==> src/rtl/mem_stage.sv <==
// MEM stage: byte-serial load/store FSM over a byte-wide synchronous RAM, registered writeback fields.
// Optional macro MEM_ALIGN_CHECK_EN rejects misaligned halfword/word accesses and raises misalign_o.
`ifndef OpCodeLen
`define OpCodeLen 6
`endif
`ifndef LB
`define LB  6'h10
`endif
`ifndef LH
`define LH  6'h11
`endif
`ifndef LW
`define LW  6'h12
`endif
`ifndef LBU
`define LBU 6'h13
`endif
`ifndef LHU
`define LHU 6'h14
`endif
`ifndef SB
`define SB  6'h15
`endif
`ifndef SH
`define SH  6'h16
`endif
`ifndef SW
`define SW  6'h17
`endif

module mem_stage #(
    parameter int ADDR_W = 32
) (
    input  logic                  clk,
    input  logic                  rst_n,
    input  logic [`OpCodeLen-1:0] aluop_i,
    input  logic [31:0]           rd_data_i,
    input  logic [4:0]            rd_addr_i,
    input  logic [31:0]           mem_addr_i,
    input  logic                  rd_enable_i,
    input  logic [7:0]            mem_din_i,
    output logic [31:0]           rd_data_o,
    output logic [4:0]            rd_addr_o,
    output logic                  rd_enable_o,
    output logic [ADDR_W-1:0]     mem_a_o,
    output logic [7:0]            mem_dout_o,
    output logic                  mem_wr_o,
`ifdef MEM_ALIGN_CHECK_EN
    output logic                  misalign_o,
`endif
    output logic                  stall_req_o
);

    typedef enum logic {IDLE, BUSY} state_e;

    state_e            state_q, state_d;
    logic [2:0]        cnt_q, cnt_d;
    logic [2:0]        width_q, width_d;
    logic              isStore_q, isStore_d;
    logic              signExt_q, signExt_d;
    logic [ADDR_W-1:0] addr_q, addr_d;
    logic [31:0]       data_q, data_d;
    logic [4:0]        rdAddrLat_q, rdAddrLat_d;
    logic              rdEnLat_q, rdEnLat_d;
    logic [23:0]       loadBuf_q, loadBuf_d;
    logic [31:0]       rdData_d;
    logic [4:0]        rdAddr_d;
    logic              rdEn_d;
    logic [ADDR_W-1:0] memA_d;
    logic [7:0]        memDout_d;
    logic              memWr_d;
`ifdef MEM_ALIGN_CHECK_EN
    logic              misalign_d;
`endif

    logic              isMemIn, isStoreIn, signIn, misalignIn, startMem, lastCycle;
    logic [2:0]        widthIn;
    logic [31:0]       loadValue;

    always_comb begin
        isMemIn   = 1'b1;
        isStoreIn = 1'b0;
        signIn    = 1'b0;
        widthIn   = 3'd1;
        case (aluop_i)
            `LB:  signIn = 1'b1;
            `LBU: widthIn = 3'd1;
            `LH:  begin widthIn = 3'd2; signIn = 1'b1; end
            `LHU: widthIn = 3'd2;
            `LW:  widthIn = 3'd4;
            `SB:  isStoreIn = 1'b1;
            `SH:  begin widthIn = 3'd2; isStoreIn = 1'b1; end
            `SW:  begin widthIn = 3'd4; isStoreIn = 1'b1; end
            default: isMemIn = 1'b0;
        endcase
    end

`ifdef MEM_ALIGN_CHECK_EN
    assign misalignIn = isMemIn && ((widthIn == 3'd2 && mem_addr_i[0]) ||
                                    (widthIn == 3'd4 && mem_addr_i[1:0] != 2'b00));
`else
    assign misalignIn = 1'b0;
`endif
    assign startMem = isMemIn && !misalignIn;

    // Stores finish once the last byte is on the bus; loads need one more cycle for its read data.
    assign lastCycle = isStore_q ? (cnt_q == width_q) : (cnt_q == width_q + 3'd1);

    always_ff @(posedge clk or negedge rst_n) begin
        if (!rst_n) state_q <= IDLE;
        else        state_q <= state_d;
    end

    always_comb begin
        state_d = state_q;
        case (state_q)
            IDLE:    if (startMem) state_d = BUSY;
            BUSY:    if (lastCycle) state_d = IDLE;
            default: state_d = IDLE;
        endcase
    end

    always_comb begin
        stall_req_o = 1'b0;
        if (rst_n) begin
            if (state_q == IDLE) stall_req_o = startMem;
            else                 stall_req_o = !lastCycle;
        end
    end

    // The final load byte is taken straight from the RAM port on the completing edge.
    always_comb begin
        case (width_q)
            3'd1:    loadValue = {{24{signExt_q & mem_din_i[7]}}, mem_din_i};
            3'd2:    loadValue = {{16{signExt_q & mem_din_i[7]}}, mem_din_i, loadBuf_q[7:0]};
            default: loadValue = {mem_din_i, loadBuf_q};
        endcase
    end

    always_comb begin
        cnt_d       = cnt_q;
        width_d     = width_q;
        isStore_d   = isStore_q;
        signExt_d   = signExt_q;
        addr_d      = addr_q;
        data_d      = data_q;
        rdAddrLat_d = rdAddrLat_q;
        rdEnLat_d   = rdEnLat_q;
        loadBuf_d   = loadBuf_q;
        rdData_d    = rd_data_o;
        rdAddr_d    = rd_addr_o;
        rdEn_d      = rd_enable_o;
        memA_d      = mem_a_o;
        memDout_d   = mem_dout_o;
        memWr_d     = mem_wr_o;
`ifdef MEM_ALIGN_CHECK_EN
        misalign_d  = misalign_o;
`endif
        if (state_q == IDLE) begin
            if (startMem) begin
                width_d     = widthIn;
                isStore_d   = isStoreIn;
                signExt_d   = signIn;
                addr_d      = mem_addr_i[ADDR_W-1:0];
                data_d      = rd_data_i;
                rdAddrLat_d = rd_addr_i;
                rdEnLat_d   = rd_enable_i;
                memA_d      = mem_addr_i[ADDR_W-1:0];
                memWr_d     = isStoreIn;
                memDout_d   = rd_data_i[7:0];
                cnt_d       = 3'd1;
`ifdef MEM_ALIGN_CHECK_EN
                misalign_d  = 1'b0;
`endif
            end else if (misalignIn) begin
                rdEn_d  = 1'b0;
                memWr_d = 1'b0;
`ifdef MEM_ALIGN_CHECK_EN
                misalign_d = 1'b1;
`endif
            end else begin
                rdData_d = rd_data_i;
                rdAddr_d = rd_addr_i;
                rdEn_d   = rd_enable_i;
                memWr_d  = 1'b0;
`ifdef MEM_ALIGN_CHECK_EN
                misalign_d = 1'b0;
`endif
            end
        end else if (lastCycle) begin
            memWr_d = 1'b0;
            cnt_d   = 3'd0;
            if (isStore_q) begin
                rdEn_d = 1'b0;
            end else begin
                rdData_d = loadValue;
                rdAddr_d = rdAddrLat_q;
                rdEn_d   = rdEnLat_q;
            end
        end else begin
            cnt_d = cnt_q + 3'd1;
            if (cnt_q < width_q) begin
                memA_d = addr_q + ADDR_W'(cnt_q);
                case (cnt_q)
                    3'd1:    memDout_d = data_q[15:8];
                    3'd2:    memDout_d = data_q[23:16];
                    default: memDout_d = data_q[31:24];
                endcase
            end
            if (!isStore_q) begin
                case (cnt_q)
                    3'd2:    loadBuf_d[7:0]   = mem_din_i;
                    3'd3:    loadBuf_d[15:8]  = mem_din_i;
                    3'd4:    loadBuf_d[23:16] = mem_din_i;
                    default: loadBuf_d = loadBuf_q;
                endcase
            end
        end
    end

    always_ff @(posedge clk or negedge rst_n) begin
        if (!rst_n) begin
            cnt_q       <= '0;
            width_q     <= '0;
            isStore_q   <= 1'b0;
            signExt_q   <= 1'b0;
            addr_q      <= '0;
            data_q      <= '0;
            rdAddrLat_q <= '0;
            rdEnLat_q   <= 1'b0;
            loadBuf_q   <= '0;
            rd_data_o   <= '0;
            rd_addr_o   <= '0;
            rd_enable_o <= 1'b0;
            mem_a_o     <= '0;
            mem_dout_o  <= '0;
            mem_wr_o    <= 1'b0;
`ifdef MEM_ALIGN_CHECK_EN
            misalign_o  <= 1'b0;
`endif
        end else begin
            cnt_q       <= cnt_d;
            width_q     <= width_d;
            isStore_q   <= isStore_d;
            signExt_q   <= signExt_d;
            addr_q      <= addr_d;
            data_q      <= data_d;
            rdAddrLat_q <= rdAddrLat_d;
            rdEnLat_q   <= rdEnLat_d;
            loadBuf_q   <= loadBuf_d;
            rd_data_o   <= rdData_d;
            rd_addr_o   <= rdAddr_d;
            rd_enable_o <= rdEn_d;
            mem_a_o     <= memA_d;
            mem_dout_o  <= memDout_d;
            mem_wr_o    <= memWr_d;
`ifdef MEM_ALIGN_CHECK_EN
            misalign_o  <= misalign_d;
`endif
        end
    end

endmodule

==> config.mk <==
export PLATFORM = sky130hd
export DESIGN_NAME = mem_stage
export DESIGN_NICKNAME = d
export VERILOG_FILES = /design/src/rtl/mem_stage.sv
export SDC_FILE = /design/constraint.sdc
export NUM_CORES = 1
export LEC_CHECK = 0
export ABC_AREA = 1
export CAP_MARGIN = 30
export CORE_UTILIZATION = 53
export CTS_CLUSTER_DIAMETER = 200
export CTS_CLUSTER_SIZE = 28
export DETAILED_ROUTE_END_ITERATION = 10
export GPL_TIMING_DRIVEN = 0
export HOLD_SLACK_MARGIN = 0.03
export PLACE_DENSITY = 0.8
export SETUP_SLACK_MARGIN = 0.3
export SYNTH_ARGS = -nofsm -noshare
export SYNTH_HDL_FRONTEND = slang
export SYNTH_SLANG_ARGS = --single-unit
==> constraint.sdc <==
create_clock -name clk -period 2.37 [get_ports clk]
set_input_delay 0.711 -clock clk [delete_from_list [all_inputs] [get_ports clk]]
set_output_delay 0.711 -clock clk [all_outputs]
set_load 0.05 [all_outputs]
### After elaboration in Yosys (flattened, before gate mapping)

Cells that the tools add are included.
Widths: inputs -> output; s select.

| storage, ports and cells | value |
|---|---|
| bits in latches | 0 |
| bits in read-only memories | 0 |
| memories | 0 |
| word-level logic and storage cells | 99 |
| bits in writable memories | 0 |
| input port bits | 86 |
| register bits | 182 |

| operators by class | value |
|---|---|
| shift-type cells | 0 |
| mux-type cells | 38 |
| multiply operators | 0 |
| div/mod/pow operators | 0 |
| eq/ne operators | 21 |
| bitwise operators | 4 |
| add/subtract/negate cells | 3 |
| reductions and logical operators | 14 |
| order comparisons | 1 |

Operator list:

| cell | count |
|---|---|
| $mux 32 | 8 |
| $pmux 32 s2 | 1 |
| $eq 6x5->1 const B | 8 |
| $add 32x3->32 | 1 |
| $mux 8 | 4 |
| $mux 5 | 4 |
| $pmux 8 s2 | 1 |
| $mux 1 | 15 |
| $reduce_and 4->1 | 3 |
| $eq 3x2->1 const B | 3 |
| $mux 3 | 3 |
| $reduce_or 8->1 | 1 |
| $add 3x1->3 const B | 2 |
| $eq 3x1->1 const B | 2 |
| $eq 3x3->1 | 2 |
| $ne 2x2->1 const B | 3 |
| $pmux 3 s2 | 1 |
| $reduce_and 3->1 | 2 |
| $reduce_or 3->1 | 2 |
| $ne 2x1->1 const B | 2 |
| $reduce_and 2->1 | 2 |
| $reduce_or 2->1 | 2 |
| $eq 3x3->1 const B | 1 |
| $lt 3x3->1 | 1 |
| 5 further kinds | 7 |

### Depth between registers and ports, before layout

Gate-level depths: netlist of the first run.

| logic depth | value |
|---|---|
| depth after elaboration | 6 |
| mapped depth | 13 |

### Least setup slack after synthesis of the first run

No wires, ideal clock.

| timing path | value |
|---|---|
| kind | input to output |
| start point | input port aluop_i[3] |
| end point | output port stall_req_o |
| cell stages on the path | 6 |
| setup slack | -0.046 ns |
| data arrival time | 1.705 ns |
| required time | 1.659 ns |
| buffers on the path | 0 |
| path through | nor2_1 -> inv_2 -> o21ai_1 -> nand2_2 -> nand4_4 -> and3_1 |

| between the ends | value |
|---|---|
| word-level cells in the longest chain between the ends | 5 |

Ends and longest elaborated chain:

| item | RTL line | source |
|---|---|---|
| start, declared | 36 | `` input logic [`OpCodeLen-1:0] aluop_i, `` |
| $eq 6x5->1 | 85 | `case (aluop_i)` |
| $reduce_or 8->1 (no line) (*) | -- |  |
| $mux 1 (*) | 85 |  |
| $mux 1 (*) | 126 | `if (state_q == IDLE) stall_req_o = startMem;` |
| $mux 1 (*) | 125 | `if (rst_n) begin` |
| end, declared | 51 | `output logic stall_req_o` |

Every way passes the cells marked *; elsewhere a longest branch is shown, timed or not.

### Worst setup path after layout of the first run

| timing path | value |
|---|---|
| start point | register width_q[0] |
| end point | output port stall_req_o |

| between the ends | value |
|---|---|
| word-level cells in the longest chain between the ends | 6 |

Ends and longest elaborated chain:

| item | RTL line | source |
|---|---|---|
| start, declared | 58 | `logic [2:0] width_q, width_d;` |
| start signal, assigned | 243 | `width_q <= width_d;` |
| $add 3x1->3 | 107 | `assign lastCycle = isStore_q ? (cnt_q == width_q) : (cnt_q == width_q + 3'd1);` |
| $eq 3x3->1 | 107 |  |
| $mux 1 (*) | 107 |  |
| $logic_not 1->1 (*) | 127 | `else stall_req_o = !lastCycle;` |
| $mux 1 (*) | 126 |  |
| $mux 1 (*) | 125 |  |

Marks and branches as above.

==> results of run 1 <==
[area by class of cell]
| cell class | count | share of cell area |
|---|---|---|
| buffer | 55 | 0.0378 |
| sequential | 174 | 0.333 |
| clock inverter | 15 | 0.0157 |
| inverter | 136 | 0.0411 |
| clock buffer | 17 | 0.0325 |
| tap | 220 | 0.0210 |
| timing repair inverter | 1 | 0.000382 |
| timing repair buffer | 217 | 0.167 |
| multi-input combinational | 876 | 0.352 |
[Yosys cell counts (all sizes together)]
library cell	count	area, sq um
a21oi	17	85.1
a22oi	22	165
a31oi	4	31.3
and2	1	6.26
and3	1	6.26
buf	43	282
clkbuf	12	45.0
clkinv	1	3.75
dfrtp	174	4350
fa	1	20.0
ha	14	175
inv	135	507
nand2	480	1810
nand3	65	340
nand3b	5	37.5
nand4	7	65.1
nor2	62	243
nor3	4	20.0
o2111ai	1	8.76
o211ai	3	27.5
o21ai	173	870
o21bai	4	30.0
o22ai	2	12.5
o31ai	2	20.0
or2	6	37.5
xnor2	1	8.76
xor2	1	8.76
[metrics by stage]
step	util	area, sq um	std cells	hold WS, ns
2_1_floorplan	-	9260	1241	0.415
3_3_place_gp	0.668	11200	1626	0.460
3_5_place_dp	0.670	11200	1627	0.465
4_1_cts	0.727	12200	1684	0.215
5_1_grt	0.781	13100	1711	0.231
6_report	0.781	13100	1711	0.198
[path summary, 6_finish.rpt]
kind,start,end,depth (start not counted),slack (ns)
max in group asynchronous,rst_n,addr_q[17],2,1.22
worst max-delay path,width_q[0],stall_req_o,11,-0.37
worst max register to register,cnt_q[0],mem_a_o[14],15,0.11
min in group clk,mem_a_o[19],mem_a_o[19],2,0.47
worst min register to register,mem_a_o[19],mem_a_o[19],2,0.47
worst min-delay path,rst_n,rd_data_o[17],1,0.20
[what timing repair did]
action / CTS / global route
buffers inserted: 23 / 15
endpoints found under the setup margin: 223 / 160
resized for setup: 162 / 231
cloned: 2 / 12
hold buffers: 0 / 0
pin swaps: 15 / 66
[flip-flops by register name (all words and copies together), names as in the netlist]
signal / count
addr_q: 32
cnt_q: 3
data_q: 24
isStore_q: 1
loadBuf_q: 24
mem_a_o: 32
mem_dout_o: 8
mem_wr_o: 1
rdAddrLat_q: 5
rdEnLat_q: 1
rd_addr_o: 5
rd_data_o: 32
rd_enable_o: 1
signExt_q: 1
state_q: 1
width_q: 3
[layer usage]
layer  track usage  wire length [um]
met4        0.0972               877
met1         0.491             13000
met2         0.490             14500
met3        0.0639              3620
met5             0                 0
[worst max-delay path: cells and delay by family (launching register included)]
family | cells | cell delay, ns
DFF | 1 | 0.46
adders and majority gates | 1 | 0.16
and+or+nand+nor | 7 | 0.65
buffers and inverters | 3 | 0.32
[kinds of logic after synthesis]
group / synth area share
AOI/OAI and AO/OA: 0.136
xor gates and xnor gates: 0.00190
DFF: 0.472
buffers and inverters: 0.0908
and+or+nand+nor: 0.278
adders and majority gates: 0.0212
[cell usage in the layout (no fill, tap or decap), types with 5 or more instances in the layout]
cell             instances
nand2_1                445
dfrtp_1                169
inv_1                  115
o21ai_0                 80
clkdlybuf4s50_1         78
o21ai_1                 72
dlygate4sd2_1           67
nor2_1                  48
nand3_1                 42
buf_6                   32
nand2_2                 26
buf_4                   24
clkbuf_16               23
a22oi_1                 22
o21ai_2                 21
nand3_2                 17
inv_2                   14
a21oi_1                 12
nor2_4                  12
clkbuf_2                12
clkdlybuf4s15_1         12
buf_8                   11
nand2_4                  9
ha_1                     9
clkbuf_4                 7
buf_2                    6
clkbuf_1                 6
nand3_4                  6
inv_6                    6
nand3b_1                 5
nand4_1                  5
ha_4                     5
dfrtp_2                  5
[where the power goes]
group / switching, W / internal [W]
Sequential: 0.00109 / 0.00437
Clock: 0.00131 / 0.00179
Combinational: 0.00711 / 0.00371
==> reports/results.ini, run 1 <==
[run_status]
status=finished, violations left
violations=setup timing

[cts]
worstSkewPairLatency_ns=0.44
cts_tree=yes
numCtsBuffers=17
cts_sinks=174
clk_pin_slew_ns=0.07
clockBufferDepth=2
cts-root-buf=clkbuf_16
htreeDepth=4

[placement]
dpl_worst_slack_ns=-1.27
dp_hpwl_um=20500
gp_congestion=0.962
portBuffers=165

[min_path]
hold_path.class=primary input to asynchronous set/reset pin

[die]
io_pins=166
fp.dieW_um=134
start_util=0.550
die_area_sq_um=17900
rows=47
coreArea_sq_um=16800
die_y_um=134

[flow_run]
max-cap-violations=0

[sta]
fin_crit_sh=1.16
setup_viol=1
period_minus_slack_ns=2.74
skew_ns=0.00792
setup_tns_ns=-0.372
slew_headroom=0.466
rsz0062_at_grt=true
hold_viol=0
setup_ws_ns=-0.372
slew_violations=0
worst_pin_slew_ns=0.800
fmax_mhz=365

[layout]
fin_nets=1579
final_layout_size_suffix_gt1_frac=0.188
syn2layout_area_growth_pct=42.0
multi_input_area_sq_um=4610
fill_cells=1195
antenna_cells=0
area.sequential_sq_um=4360

[pwr]
cellLeakagePower_nw=6.50
p_per_area_nw_per_um2=1480
power_w=0.0194
ir_drop_mv=0.945

[route]
wire_per_inst_um=18.7
drt_drc_violations_left=0
ant_nets=0
via_count=9727
vias_per_cell=5.68
totalWireLength_um=32100
detailedRoute.firstIterationViolations=1064
dr.pass1.iters=6

[critical_path]
cp.required_ns=1.66
slowest_delay_ns=0.46
worstSetupPathType=register to output pin
worstPathArrival_ns=2.03
path_max_fanout=3
worstPathCellList=buf_6, ha_4, inv_2, nand2_2, nand2_2, nand2_2, nand3_2, nand2_2, nand3_2, and3_4, buf_8
crit_top_cell=nand2_2
startpoint_type=register
cp-end-kind=output pin
cp_slowest_cell=dfrtp_2

[synthesis]
synth_fp_nets=1342
synth_cell_type_count=42
syn_inst=1241
syn_area_per_cell_sq_um=7.43
seq_area_frac_synth=0.472
synth_seq_cells=174
yosys_warnings=0
syn_area_sq_um=9220

[grt]
grt_pass1_vias=8554
antenna_found_initial=0
grt_max_degree=117
overflow=0
grt_pass1_wl_um=45400
grt_use_total=0.331

(Power assumes the default switching activity.)
==> run 2: changes to the inputs <==
--- a/config.mk
+++ b/config.mk
@@ -14,7 +14,7 @@
 export GPL_TIMING_DRIVEN = 0
 export HOLD_SLACK_MARGIN = 0.03
 export PLACE_DENSITY = 0.8
-export SETUP_SLACK_MARGIN = 0.3
+export SETUP_SLACK_MARGIN = 0.4
 export SYNTH_ARGS = -nofsm -noshare
 export SYNTH_HDL_FRONTEND = slang
 export SYNTH_SLANG_ARGS = --single-unit
==> run 2 against run 1 <==
- the flow still finishes with violations (setup timing)
- first-iteration DRC count increased by 33%
- via count up 3.9%
- maximum frequency shrank 0.13%
- critical path depth is 1 lower
- clock skew up 0.0051 ns
- hold slack better by 0.053 ns
- final cell count grew 0.99%
- setup slack lost 0.0034 ns
- routed wire length grew 5.7%
- count of clock-buffer cells in the layout is 2 higher
- sequential share of layout area fell by 1.5 points
- design area is 4.6% higher
- critical endpoint unchanged
==> reports/results.ini, run 2 (synthesis gave the netlist of run 1 again) <==
[run_status]
status=finished, violations left
violations=setup timing

[critical_path]
cp.required_ns=1.66  ; about the same
slowest_delay_ns=0.43  ; -0.03 ns
path_buf_inv=3  ; unchanged
worstPathArrival_ns=2.03  ; about the same
cp_top_family=simple AND/OR/NAND/NOR gates
path_max_fanout=3  ; unchanged
startpoint_type=register
cp-end-kind=output pin
worstSetupPathType=register to output pin
crit_top_cell=inv_2
worstPathCellList=inv_2, ha_1, inv_2, nand2_1, nor2_1, nand3_2, nand2_2, nand3_4, and3_4, buf_8
cp_slowest_cell=dfrtp_2

[die]
fp.dieW_um=134  ; unchanged
rows=47  ; unchanged
die_y_um=134  ; unchanged
start_util=0.550  ; unchanged
die_area_sq_um=17900  ; unchanged
coreArea_sq_um=16800  ; unchanged
io_pins=166  ; unchanged

[cts]
htreeDepth=4  ; unchanged
clockBufferDepth=2  ; unchanged
worstSkewPairLatency_ns=0.44  ; about the same
cts_hold_buf=0  ; unchanged
cts_sinks=174  ; unchanged
cts-root-buf=clkbuf_16
cts_tree=yes
numCtsBuffers=17  ; unchanged
clk_pin_slew_ns=0.08  ; about the same

[layout]
fill_cells=1018  ; -15%
area.sequential_sq_um=4360  ; about the same
fin_nets=1596  ; +1.1%
multi_input_area_sq_um=4890  ; +6.2%
reg.largest.list=addr_q x32, mem_a_o x32, rd_data_o x32
final_common_cell=nand2_1
antenna_cells=0  ; unchanged
syn2layout_area_growth_pct=48.6
final_layout_size_suffix_gt1_frac=0.302  ; +0.113
final_cell_mix=nand2_1 (380), dfrtp_1 (170), inv_1 (118)

[grt]
grt_pass1_vias=8981  ; +5.0%
grt_pass1_wl_um=47600  ; +4.7%
grt_max_degree=91  ; -22%
antenna_found_initial=0  ; unchanged
grt_use_total=0.347  ; +0.0160
overflow=0  ; unchanged

[sta]
hold_viol=0  ; unchanged
rsz0062_at_grt=true
slew_headroom=0.460  ; -0.00665
setup_ws_ns=-0.376  ; -0.00343 ns
fmax_mhz=364  ; -0.13%
period_minus_slack_ns=2.75  ; +0.00343 ns
worst_pin_slew_ns=0.810  ; +0.00997 ns
skew_ns=0.0130  ; +0.00512 ns
setup_tns_ns=-10.27  ; -9.90 ns
setup_viol=38  ; +37
slew_violations=0  ; unchanged
fin_crit_sh=1.16  ; +0.00145

[route]
wire_per_inst_um=19.6  ; +4.7%
drt_drc_violations_left=0  ; unchanged
detailedRoute.firstIterationViolations=1420  ; +33%
totalWireLength_um=33900  ; +5.7%
vias_per_cell=5.85  ; +2.9%
via_count=10100  ; +3.9%
ant_nets=0  ; unchanged
dr.pass1.iters=7  ; +1

[pwr]
cellLeakagePower_nw=6.60  ; +1.6%
power_w=0.0207  ; +6.9%
ir_drop_mv=1.15  ; +21%
p_per_area_nw_per_um2=1510  ; +2.2%

[placement]
gp_congestion=0.943  ; -2.0%
dpl_worst_slack_ns=-1.26  ; +0.00389 ns
portBuffers=165  ; unchanged
dp_hpwl_um=20500  ; +0.20%

[min_path]
hold_path.class=primary input to asynchronous set/reset pin

[flow_run]
max-cap-violations=0  ; unchanged

[run 2: cell types whose count changed in the layout (fill, tap and decap cells not counted), sizes merged]
cell,change
bufinv,-1
clkdlybuf4s15,+67
inv,-3
clkbuf,-8
bufbuf,-1
buf,+28
clkinv,+3
dlygate4sd2,-67
clkinvlp,-1
[run 2: through the flow]
step	instance area [sq um]	hold slack, ns	cells	util
CTS	12600	0.296	1692	0.754
detailed placement	11200	0.464	1627	0.670
finish	13700	0.251	1728	0.818
global route	13700	0.316	1728	0.818
global placement	11200	0.462	1626	0.668
floorplan	9270	0.415	1241	-
[run 2: path summary, 6_finish.rpt]
path	slack, ns	cells past startpoint	startpoint	to
hold reg to reg	0.47	2	mem_a_o[9]	mem_a_o[9]
min in group clk	0.47	2	mem_a_o[9]	mem_a_o[9]
setup / recovery	-0.38	10	cnt_q[0]	stall_req_o
setup reg to reg	-0.33	18	cnt_q[0]	rd_data_o[0]
max in group asynchronous	1.22	2	rst_n	mem_a_o[10]
hold / removal	0.25	1	rst_n	rd_data_o[17]
[run 2: layer usage]
layer,global-route usage,part of all wire
met1,0.503,0.39
met2,0.524,0.46
met3,0.0752,0.11
met4,0.0960,0.037
met5,0,0
[run 2: final cells by class]
class,instances,share of cell area
Clock buffer,19,0.0323
Multi-Input combinational cell,876,0.357
Timing Repair inverter,1,0.000365
Sequential cell,174,0.318
Buffer,55,0.0344
Inverter,136,0.0396
Timing Repair Buffer,234,0.185
Tap cell,220,0.0201
Clock inverter,13,0.0133
[run 2: power breakdown]
part / switching [W] / internal (W)
registers: 0.00114 / 0.00437
logic: 0.00775 / 0.00443
clock network: 0.00131 / 0.00172
total: 0.0102 / 0.0105
[run 2: timing repair]
action                                  in CTS  in global routing
gates cloned                                 6                  6
buffers inserted                            27                 30
pin swaps                                    7                 48
resized for setup                          373                263
endpoints found under the setup margin     249                161
==> run 3: changes to the inputs <==
==> constraint.sdc (replaced) <==
create_clock -name clk -period 2.9 [get_ports clk]
set_input_delay 0.87 -clock clk [delete_from_list [all_inputs] [get_ports clk]]
set_output_delay 0.87 -clock clk [all_outputs]
set_load 0.05 [all_outputs]
==> run 3 against run 2 <==
- largest power group unchanged
- combinational power fell by 30%
- clock skew fell by 0.0016 ns
- the flow still finishes with violations (setup timing)
- utilization fell by 7.9 points
- power fell by 26%
- flip-flop and latch count did not move
==> reports/results.ini, run 3 (synthesis gave the netlist of run 1 again) <==
[run_status]
status=finished, violations left
violations=setup timing

[route]
ant_nets=0  ; unchanged
detailedRoute.firstIterationViolations=1120  ; -21%
vias_per_cell=5.57  ; -4.7%
drt_drc_violations_left=0  ; unchanged
dr.pass1.iters=6  ; -1
totalWireLength_um=30100  ; -11%
wire_per_inst_um=17.8  ; -9.1%
via_count=9415  ; -6.9%

[critical_path]
r2r-end=rd_addr_o[2]
cp.required_ns=2.03  ; +0.37 ns
worstSetupPathType=register to output pin
crit_top_cell=nand2_2
reg2reg_slack_ns=0.07  ; +0.40 ns
r2r_start=width_q[0]
startpoint_type=register
worstPathArrival_ns=2.07  ; +0.04 ns
cp-end-kind=output pin
cp_slowest_cell=dfrtp_2
slowest_delay_ns=0.45  ; +0.02 ns
ff2ff_path_depth=20  ; +2
worstPathCellList=buf_6, ha_4, inv_2, nand2_2, nand2_2, nand2_2, nand3_2, nand2_2, nand3_2, and3_4, buf_8
path_max_fanout=3  ; unchanged

[sta]
period_minus_slack_ns=2.94
fmax_mhz=340
worst_pin_slew_ns=0.800  ; -0.0104 ns
setup_ws_ns=-0.0449  ; +0.331 ns
skew_ns=0.0115  ; -0.00159 ns
fin_crit_sh=1.02
setup_viol=1  ; -97%
hold_viol=0  ; unchanged
slew_violations=0  ; unchanged
rsz0062_at_grt=true
slew_headroom=0.467  ; +0.00691

[layout]
fin_area_sq_um=12400  ; -9.6%
fin_util=0.739  ; -0.0787
final_cell_mix=nand2_1 (467), dfrtp_1 (169), clkdlybuf4s50_1 (133)
final_common_cell=nand2_1
syn2layout_area_growth_pct=34.3
reg.largest.list=addr_q x32, mem_a_o x32, rd_data_o x32
final_layout_size_suffix_gt1_frac=0.117  ; -0.185
antenna_cells=0  ; unchanged
fin_nets=1557  ; -2.4%

[pwr]
cellLeakagePower_nw=6.25  ; -5.3%
power_w=0.0153  ; -26%
p_per_area_nw_per_um2=1240  ; -18%
ir_drop_mv=0.714  ; -38%

[die]
rows=47  ; unchanged
die_area_sq_um=17900  ; unchanged
die_y_um=134  ; unchanged
start_util=0.550  ; unchanged
coreArea_sq_um=16800  ; unchanged
io_pins=166  ; unchanged
fp.dieW_um=134  ; unchanged

[cts]
clk_pin_slew_ns=0.08  ; about the same
cts_tree=yes
clockBufferDepth=2  ; unchanged
cts_sinks=174  ; unchanged
numCtsBuffers=17  ; unchanged
worstSkewPairLatency_ns=0.45  ; about the same
cts-root-buf=clkbuf_16
htreeDepth=4  ; unchanged

[placement]
dp_hpwl_um=20800  ; +1.2%
dpl_worst_slack_ns=-1.08  ; +0.181 ns
portBuffers=165  ; unchanged
placed_area_sq_um=11200  ; about the same
gp_congestion=0.961  ; +1.9%

[grt]
antenna_found_initial=1  ; +1
grt_pass1_vias=8499  ; -5.4%
grt_pass1_wl_um=45100  ; -5.1%
overflow=0  ; unchanged
grt_max_degree=123  ; +35%
grt_use_total=0.328  ; -0.0189

[flow_run]
max-cap-violations=0  ; unchanged

[min_path]
hold_path.class=primary input to asynchronous set/reset pin

## run 3: changes by cell type in the layout (fill, tap and decap cells not counted), moves of 21 or more
| cell | previous run | this run |
|---|---|---|
| buf_4 | 36 | 15 |
| buf_6 | 37 | 16 |
| clkdlybuf4s15_2 | 79 | 0 |
| clkdlybuf4s50_1 | 78 | 133 |
| nand2_1 | 380 | 467 |
| nand2_2 | 76 | 12 |
| nand2_4 | 24 | 1 |
| o21ai_2 | 38 | 6 |
## run 3: routing by layer
metal | vias up | global-route usage | routed length, um
met3 | 58 | 0.0552 | 3200
met2 | 523 | 0.486 | 13500
met1 | 4451 | 0.496 | 12900
li1 | 4383 | - | -
met4 | 0 | 0.0852 | 492
met5 | - | 0 | 0
## run 3: worst max-delay path by stage
stage                from          end  slack, ns  cells after the start
2_1_floorplan  aluop_i[2]  stall_req_o       0.40                      7
3_3_place_gp        rst_n  stall_req_o      -6.85                      3
3_5_place_dp   aluop_i[2]  stall_req_o      -1.08                      9
4_1_cts        width_q[0]  stall_req_o       0.01                      9
5_1_grt        width_q[0]  stall_req_o      -0.07                     11
6_report       width_q[0]  stall_req_o      -0.04                     11
## run 3: final cells by class
cell class                 instances  area, sq um
clock buffer                      18          429
buffer                            55          379
tap                              220          275
sequential                       174         4360
fill                            1279         4380
timing repair buffer             196         2090
inverter                         136          518
multi-input combinational        876         4180
clock inverter                    14          149
## run 3: timing repair
action	in CTS	in global routing
pin swaps	8	6
setup endpoints to repair	25	62
buffers inserted	17	6
resized for setup	38	76
cloned	0	7
hold buffers	0	0
endpoints found under the hold margin	0	0
## run 3: where the power goes
group | internal, W | total (W) | switching (W)
registers | 0.00357 | 0.00442 | 0.000849
logic | 0.00310 | 0.00859 | 0.00548
clock network | 0.00122 | 0.00231 | 0.00110
total | 0.00790 | 0.0153 | 0.00743
## run 3: metrics by stage
stage	hold slack (ns)	instances	setup TNS [ns]
3_3_place_gp	0.461	1626	-1087.53
6_report	0.321	1689	-0.0449
5_1_grt	0.365	1689	-0.148
4_1_cts	0.351	1676	0
3_5_place_dp	0.464	1627	-3.69
2_1_floorplan	0.447	1241	0
## run 3: worst max-delay path, delay by kind of cell, from the launching register on
family	cells	cell delay (ns)
and+or+nand+nor	7	0.68
DFF	1	0.45
buffers and inverters	3	0.33
adders and majority gates	1	0.16
